==> src/rtl/multicycle_control_fsm.sv <==
// Multicycle core controller: Moore sequencer plus embedded ALU decoder driving ALUControl.
// Optional macro CTRL_ILLEGAL_TRAP_EN: unknown opcodes trap into a sticky ERROR state.
module multicycle_control_fsm #(
    parameter int ALUCTRL_W = 3,
    parameter int MEM_WAIT  = 0
) (
    input  logic                 clk,
    input  logic                 reset,
    input  logic [6:0]           op,
    input  logic [2:0]           funct3,
    input  logic                 funct7b5,
    input  logic                 Zero,
    output logic                 PCWrite,
    output logic                 AdrSrc,
    output logic                 MemWrite,
    output logic                 IRWrite,
    output logic                 RegWrite,
    output logic [1:0]           ResultSrc,
    output logic [1:0]           ALUSrcA,
    output logic [1:0]           ALUSrcB,
    output logic [1:0]           ImmSrc,
    output logic [ALUCTRL_W-1:0] ALUControl,
    output logic [3:0]           state,
    output logic                 illegal
);

    typedef enum logic [3:0] {
        S_FETCH    = 4'd0,
        S_DECODE   = 4'd1,
        S_MEMADR   = 4'd2,
        S_MEMREAD  = 4'd3,
        S_MEMWB    = 4'd4,
        S_MEMWRITE = 4'd5,
        S_EXECUTER = 4'd6,
        S_EXECUTEI = 4'd7,
        S_ALUWB    = 4'd8,
        S_BEQ      = 4'd9,
        S_JAL      = 4'd10,
        S_ERROR    = 4'd11
    } state_t;

    typedef enum logic [1:0] {ALUOP_ADD, ALUOP_SUB, ALUOP_FUNCT} alu_op_t;

    localparam logic [6:0] OP_LW  = 7'b0000011;
    localparam logic [6:0] OP_SW  = 7'b0100011;
    localparam logic [6:0] OP_R   = 7'b0110011;
    localparam logic [6:0] OP_I   = 7'b0010011;
    localparam logic [6:0] OP_BEQ = 7'b1100011;
    localparam logic [6:0] OP_JAL = 7'b1101111;

    localparam logic [ALUCTRL_W-1:0] ALU_AND = ALUCTRL_W'(3'b000);
    localparam logic [ALUCTRL_W-1:0] ALU_OR  = ALUCTRL_W'(3'b001);
    localparam logic [ALUCTRL_W-1:0] ALU_ADD = ALUCTRL_W'(3'b010);
    localparam logic [ALUCTRL_W-1:0] ALU_SUB = ALUCTRL_W'(3'b011);
    localparam logic [ALUCTRL_W-1:0] ALU_NOP = ALUCTRL_W'(3'b100);

    localparam logic [3:0] WAIT_MAX = 4'(MEM_WAIT);

    state_t     state_q, state_d;
    logic [3:0] cnt_q, cnt_d;
    logic       wait_done;
    logic       pc_update, branch, ir_write, reg_write, mem_write;
    alu_op_t    alu_op;

    assign wait_done = (cnt_q == WAIT_MAX);

    always_comb begin
        state_d = state_q;
        case (state_q)
            S_FETCH:    if (wait_done) state_d = S_DECODE;
            S_DECODE: begin
                case (op)
                    OP_LW, OP_SW: state_d = S_MEMADR;
                    OP_R:         state_d = S_EXECUTER;
                    OP_I:         state_d = S_EXECUTEI;
                    OP_BEQ:       state_d = S_BEQ;
                    OP_JAL:       state_d = S_JAL;
`ifdef CTRL_ILLEGAL_TRAP_EN
                    default:      state_d = S_ERROR;
`else
                    default:      state_d = S_FETCH;
`endif
                endcase
            end
            S_MEMADR:   state_d = (op == OP_LW) ? S_MEMREAD : S_MEMWRITE;
            S_MEMREAD:  if (wait_done) state_d = S_MEMWB;
            S_MEMWB:    state_d = S_FETCH;
            S_MEMWRITE: state_d = S_FETCH;
            S_EXECUTER: state_d = S_ALUWB;
            S_EXECUTEI: state_d = S_ALUWB;
            S_ALUWB:    state_d = S_FETCH;
            S_BEQ:      state_d = S_FETCH;
            S_JAL:      state_d = S_ALUWB;
            S_ERROR:    state_d = S_ERROR;
            default:    state_d = S_FETCH;
        endcase

        // Counter restarts on every state entry and parks at MEM_WAIT
        if (state_d != state_q)  cnt_d = 4'd0;
        else if (!wait_done)     cnt_d = cnt_q + 4'd1;
        else                     cnt_d = cnt_q;
    end

    always_comb begin
        pc_update = 1'b0;
        branch    = 1'b0;
        ir_write  = 1'b0;
        reg_write = 1'b0;
        mem_write = 1'b0;
        AdrSrc    = 1'b0;
        ResultSrc = 2'b00;
        ALUSrcA   = 2'b00;
        ALUSrcB   = 2'b00;
        alu_op    = ALUOP_ADD;
        case (state_q)
            S_FETCH: begin
                ALUSrcB   = 2'b10;
                ResultSrc = 2'b10;
                ir_write  = wait_done;
                pc_update = wait_done;
            end
            S_DECODE: begin
                ALUSrcA = 2'b01;
                ALUSrcB = 2'b01;
            end
            S_MEMADR: begin
                ALUSrcA = 2'b10;
                ALUSrcB = 2'b01;
            end
            S_MEMREAD:  AdrSrc = 1'b1;
            S_MEMWB: begin
                ResultSrc = 2'b01;
                reg_write = 1'b1;
            end
            S_MEMWRITE: begin
                AdrSrc    = 1'b1;
                mem_write = 1'b1;
            end
            S_EXECUTER: begin
                ALUSrcA = 2'b10;
                alu_op  = ALUOP_FUNCT;
            end
            S_EXECUTEI: begin
                ALUSrcA = 2'b10;
                ALUSrcB = 2'b01;
                alu_op  = ALUOP_FUNCT;
            end
            S_ALUWB:    reg_write = 1'b1;
            S_BEQ: begin
                ALUSrcA = 2'b10;
                alu_op  = ALUOP_SUB;
                branch  = 1'b1;
            end
            S_JAL: begin
                ALUSrcA   = 2'b01;
                ALUSrcB   = 2'b10;
                pc_update = 1'b1;
            end
            default: ;
        endcase
    end

    always_comb begin
        ALUControl = ALU_ADD;
        case (alu_op)
            ALUOP_ADD: ALUControl = ALU_ADD;
            ALUOP_SUB: ALUControl = ALU_SUB;
            default: begin
                case (funct3)
                    3'b000:  ALUControl = (funct7b5 & op[5]) ? ALU_SUB : ALU_ADD;
                    3'b110:  ALUControl = ALU_OR;
                    3'b111:  ALUControl = ALU_AND;
                    default: ALUControl = ALU_NOP;
                endcase
            end
        endcase
    end

    always_comb begin
        case (op)
            OP_SW:   ImmSrc = 2'b01;
            OP_BEQ:  ImmSrc = 2'b10;
            OP_JAL:  ImmSrc = 2'b11;
            default: ImmSrc = 2'b00;
        endcase
    end

    // Enables are masked while reset is high so an aborted instruction commits nothing
    assign PCWrite  = ~reset & (pc_update | (branch & Zero));
    assign IRWrite  = ~reset & ir_write;
    assign RegWrite = ~reset & reg_write;
    assign MemWrite = ~reset & mem_write;
    assign state    = state_q;

`ifdef CTRL_ILLEGAL_TRAP_EN
    assign illegal = (state_q == S_ERROR);
`else
    assign illegal = 1'b0;
`endif

    always_ff @(posedge clk) begin
        if (reset) begin
            state_q <= S_FETCH;
            cnt_q   <= 4'd0;
        end else begin
            state_q <= state_d;
            cnt_q   <= cnt_d;
        end
    end

endmodule

==> config.mk <==
export PLATFORM = sky130hd
export DESIGN_NAME = multicycle_control_fsm
export DESIGN_NICKNAME = d
export VERILOG_FILES = /design/src/rtl/multicycle_control_fsm.sv
export SDC_FILE = /design/constraint.sdc
export NUM_CORES = 1
export LEC_CHECK = 0
export ABC_AREA = 0
export BUFFER_PORTS_ARGS = -buffer_cell sky130_fd_sc_hd__buf_2
export CAP_MARGIN = 5
export CORE_UTILIZATION = 50
export CTS_CLUSTER_DIAMETER = 120
export DETAILED_ROUTE_END_ITERATION = 10
export HOLD_SLACK_MARGIN = 0.06
export PLACE_DENSITY = 0.83
export SYNTH_ARGS = -nofsm -noshare
export SYNTH_HDL_FRONTEND = slang
export SYNTH_SLANG_ARGS = --single-unit
==> constraint.sdc <==
create_clock -name clk -period 2.9 [get_ports clk]
set_input_delay 0.29 -clock clk [delete_from_list [all_inputs] [get_ports clk]]
set_output_delay 0.29 -clock clk [all_outputs]
set_load 0.02 [all_outputs]
# After elaboration in Yosys (flattened, before gate mapping)
# Index checks and enable logic that the tools add are counted.
[op_classes]
reduce_logical = 14
muxes = 19
add_sub_neg = 1
eq_ne = 21
n_bitwise = 8
[ops]
columns = ["op", "count"]
rows = [
  ["one-hot mux 4 bit (6 select lines)", 1],
  ["one-hot mux 4 bit (5 select lines)", 1],
  ["equality test 4 x 3 -> 1 bit (second input constant)", 4],
  ["equality test 4 bit (second input constant)", 4],
  ["one-hot mux 2 bit (2 select lines)", 4],
  ["equality test 7 x 6 -> 1 bit (second input constant)", 2],
  ["equality test 7 bit (second input constant)", 2],
  ["OR reduction 2 bit", 7],
  ["one-hot mux 3 bit (3 select lines)", 1],
  ["equality test 4 x 2 -> 1 bit (second input constant)", 2],
  ["zero test 4 bit", 2],
  ["two-way mux 4 bit", 2],
  ["equality test 7 x 2 -> 1 bit (second input constant)", 1],
  ["equality test 7 x 5 -> 1 bit (second input constant)", 1],
  ["AND 1 bit", 6],
  ["equality test 3 bit (second input constant)", 2],
  ["two-way mux 1 bit", 6],
  ["one-hot mux 2 bit (3 select lines)", 1],
  ["one-hot mux 3 bit (2 select lines)", 1],
  ["OR reduction 3 bit", 2],
  ["adder 4 x 1 -> 4 bit (second input constant)", 1],
  ["equality test 4 x 1 -> 1 bit (second input constant)", 1],
  ["!= test 4 bit", 1],
  ["OR reduction 4 bit", 1],
  ["7 further kinds", 7],
]
[word_totals]
word_cells = 65
output_inout_bits = 21
inputBits = 14
ff_bits = 8

# Depth between registers and ports, before layout
[depth]
word_depth = 6
ltp_mapped = 8
ltp_nobuf = 7

# Worst setup path after synthesis
# No wires, ideal clock.
[synth_path]
path_type = "reg-to-output"
from = "register state_q[2], in the netlist state[2]"
to = "output ALUControl[2]"
path_stages_with_launch = 5
t_required_ns = 2.610
slack_ns = 0.582
n_path_buf = 2
arrival_ns = 2.028
cell_sequence = "dfxtp_1 > clkbuf_1 > clkbuf_1 > o311ai_0 > a21oi_1"
[synth_via]
elab_chain_cells = 5
word_cells_on_any_way = 8
cone_classes = "eq/ne (4); mux (2); reduce/logical (2)"
[synth_rtl]
columns = ["element", "line_no", "source"]
rows = [
  ["start, declared", "59", "state_t state_q, state_d;"],
  ["start signal, assigned", "206", "state_q <= state_d;"],
  ["equality test 4 x 3 -> 1 bit", "115", "case (state_q)"],
  ["OR reduction 2 bit (no source line)", "--", ""],
  ["one-hot mux 2 bit (2 select lines) *", "115", ""],
  ["equality test 2 x 1 -> 1 bit / zero test 2 bit (equally long branches)", "165", "case (alu_op)"],
  ["one-hot mux 3 bit (2 select lines) *", "165", ""],
  ["end, declared", "22", "output logic [ALUCTRL_W-1:0] ALUControl,"],
]
# Mark *: on every way between the ends. The rest lies on a longest branch, timed or not.

# Worst setup path after layout
[layout_path]
from = "register cnt_q[0]"
to = "output PCWrite"
[layout_via]
elab_chain_cells = 4
[layout_rtl]
columns = ["element", "line_no", "source"]
rows = [
  ["start, declared", "60", "logic [3:0] cnt_q, cnt_d;"],
  ["start signal, assigned", "207", "cnt_q <= cnt_d;"],
  ["zero test 4 bit", "65", "assign wait_done = (cnt_q == WAIT_MAX);"],
  ["one-hot mux 1 bit (2 select lines)", "115", ""],
  ["bitwise OR 1 bit", "189", "assign PCWrite = ~reset & (pc_update | (branch & Zero));"],
  ["AND 1 bit", "189", ""],
  ["end, declared", "13", "output logic PCWrite,"],
]
# No other way between the ends.

==> impl_results.md <==
* CP endpoint kind: primary output
* Seq/Total Area, Yosys at 0.197
* WL/cell at 13.2 um
* Share of cells above drive strength 1 at 0.288
* Num CTS Buffers at 3
* Count leader, synth: nor3_1
* Most frequent CP cell: nor3_1
* CTS clk-pin slew, worst paths at roughly 0.050 ns
* Hold path endpoint: state[3]
* Post-CTS Hold Fix Bufs at 0
* # Max-Cap Violations at 0
* Gr ovfl total at 0
* Worst reg2reg endpoint: state[0]
* Unique masters post-synth at 39
* Worst-path fanout max at 7
* Dpl hpwl at approximately 1.5 mm
* CTS-repair resized insts at 0
* Placed Area at about 960 um2
* Root Buffer Master: clkbuf_4
* Pin count of the biggest net entering global routing at 22
* Area Overhead vs Synth at 20.9%
* H-tree lvl count at 1
* Worst IR Drop VDD at 0.000225 V
* Row count at 14
* Post-Syn Nets at about 130
* Synth top area share at 0.197
* Worst skew pair latency at about 0.26 ns
* Final setup vio count at 0
* Synth area leaders: dfxtp_1 (20%), nor3_1 (8.0%), xnor2_1 (5.4%), a21oi_1 (4.9%), nand3_1 (3.7%)
* Synth warnings at 0
* Post-route ant nets at 0
* Worst-Margin Slew at around 0.76 ns
* Min-Delay Path Class: in2reg
* R2R Setup Slk at ~0.76 ns
* GR Util All Layers at 0.247
* Vias in the first global route at 794
* Initial Util at 0.540
* Die X at 42.3 um
* Initial antenna violation count at 0
* CORE AREA at approximately 0.0015 mm2
* Post-route cell area at 983 um2
* Unrepaired setup endpoints after global routing: false
* Ys flop type: dfxtp_1
* Ant. Diodes at 0
* Asr flop ratio synth at 0
* GP Congestion at around 0.83
* Vias at roughly 950
* Via density at 6.11
* Wirelength, routed at around 2 mm
* DIE AREA at ~0.0018 mm2
* Tcrit/Tclk final at 0.809
* Static Leak at a little under 0.4 nW
* First-pass DRT Iterations at 4
* DRC at 0
* Setup TNS at 0 ns
* Port Buffer Count at 33
* #FFs+latches synth at 8
* Cell taking the most area after synthesis: dfxtp_1
* Slew margin rel. at 0.493
* R2r startpoint: state[0]
* Drt first-iter violations at 29
* Top Family by Delay on Critical Path: simple AND/OR/NAND/NOR gates
* Critical path type: reg2out
* PD cells at 280 mW/mm2
* Buffer and inverter count on the worst path at 2
* Mapped Area at a little over 800 um2
* CTS tree: built
* Syn avg cell area at approximately 7.3 um2
* I/O pin cnt at 35
* Post-synth EDFFs at 0
* Pins over their slew limit at 0
* Dpl ws at 0.815 ns
* Post-synth top cells: nor3_1 (13), a21oi_1 (8), clkbuf_1 (8), dfxtp_1 (8), nand2_1 (8)
* Slowest cell on the critical path: or3b_1
* Power Total at 0.275 mW
* Die outline height at between 40 and 50 um
* Max Root-Sink Buffers at 2
* Final Hold Fails at 0
* Startpoint Class: flop
* # nets final at around 160
* Outcome: finished, final reports clean
* Cells on Worst Hold Path at 2
* Worst Path Required at ~2.6 ns
* Clock Sink Count at 8
* F_max at approximately 430 MHz
* CP arrival at roughly 2.1 ns
* Cell count after synthesis at around 110
* Clock Skew at 0.00842 ns
* Period minus WS final at around 2.3 ns
* Hold Startpoint: reset
* Final Worst Setup Slack at between 0.5 and 0.6 ns
* Worst R2R Path Depth at 5
* Post-CTS setup buffer count at 0
* Critical-path cell list: inv_1 -> ha_1 -> or3b_1 -> nor3_1 -> a31oi_1 -> o21a_1 -> nor3_1 -> buf_2
* First-pass GRT wire length at 3.41 mm
* Crit-path max cell delay at around 0.48 ns
## report_power, final
group,switching [mW],internal (mW),leakage (nW)
clock network,0.0364,0.0472,0.0138
registers,0.00597,0.111,0.0648
logic,0.0450,0.0293,0.319
## cell families (layout without fill, tap and decap cells)
logic type | after synthesis | in the layout | share of synthesized area
adder cells (fa/ha/maj) | 2 | 2 | 0.0308
buffers and inverters | 12 | 39 | 0.0600
multiplexers | 1 | 1 | 0.0123
XOR/XNOR | 7 | 7 | 0.0754
AO/OA/AOI/OAI | 24 | 24 | 0.214
other | 1 | 1 | 0.00461
flip-flops | 8 | 8 | 0.197
AND/OR/NAND/NOR | 57 | 57 | 0.406
## worst register-to-register path, delay by kind of cell, from the launching register on
kind            cells  cell delay [ns]
simple gates        2             0.29
flops               1             0.66
compound gates      3             1.13
## metal layers
metal,vias up,wire (um),track usage,share of wire
met3,10,149,0.0474,0.073
met4,0,63,0.156,0.031
met5,-,0,0,0
met1,417,960,0.337,0.47
met2,44,874,0.354,0.43
li1,476,-,-,-
## worst max-delay path by stage
stage                               end  cells past startpoint      from
after floorplan           ALUControl[2]                      4  state[2]
after global placement         cnt_q[2]                      6     op[5]
after detailed placement       cnt_q[2]                      6     op[5]
after CTS                       PCWrite                      8  cnt_q[0]
after global routing            PCWrite                      8  cnt_q[0]
final                           PCWrite                      8  cnt_q[0]
## cell type report
cell class / count / area [um2]
fillers: 135 / 523
repair buffers: 33 / 165
multi-input cells: 92 / 604
well taps: 16 / 20.0
inverters: 3 / 11.3
clock buffers: 3 / 22.5
flip-flops and latches: 8 / 160
## metrics by stage
step                      hold slack [ns]  cells  utilization
after floorplan                     0.466    112            -
after global placement              0.563    152        0.638
after detailed placement            0.563    152        0.638
after CTS                           0.303    155        0.653
after global routing                0.322    155        0.653
final                               0.315    155        0.653
## layout by cell type (no fill, tap or decap), drive strengths merged
cell,netlist,layout
a2111o,1,1
a2111oi,2,2
a21oi,8,8
a31oi,2,2
and3b,1,1
buf,1,33
clkbuf,8,3
conb,1,1
dfxtp,8,8
ha,2,2
inv,3,3
mux2i,1,1
nand2,8,8
nand2b,4,4
nand3,6,6
nand3b,2,2
nand4,2,2
nand4b,2,2
nor2,5,5
nor2b,3,3
nor3,13,13
nor3b,2,2
nor4,5,5
o2111ai,1,1
o211ai,1,1
o21a,2,2
o21ai,1,1
o21bai,1,1
o311ai,2,2
o31ai,2,2
o32ai,1,1
or2,1,1
or3,1,1
or3b,2,2
xnor2,5,5
xor2,2,2
## state kept, by name, summed over array words and instances (netlist names)
signal,cells
state,4
cnt_q,4
Note: power is estimated with default switching activity, not from simulation.
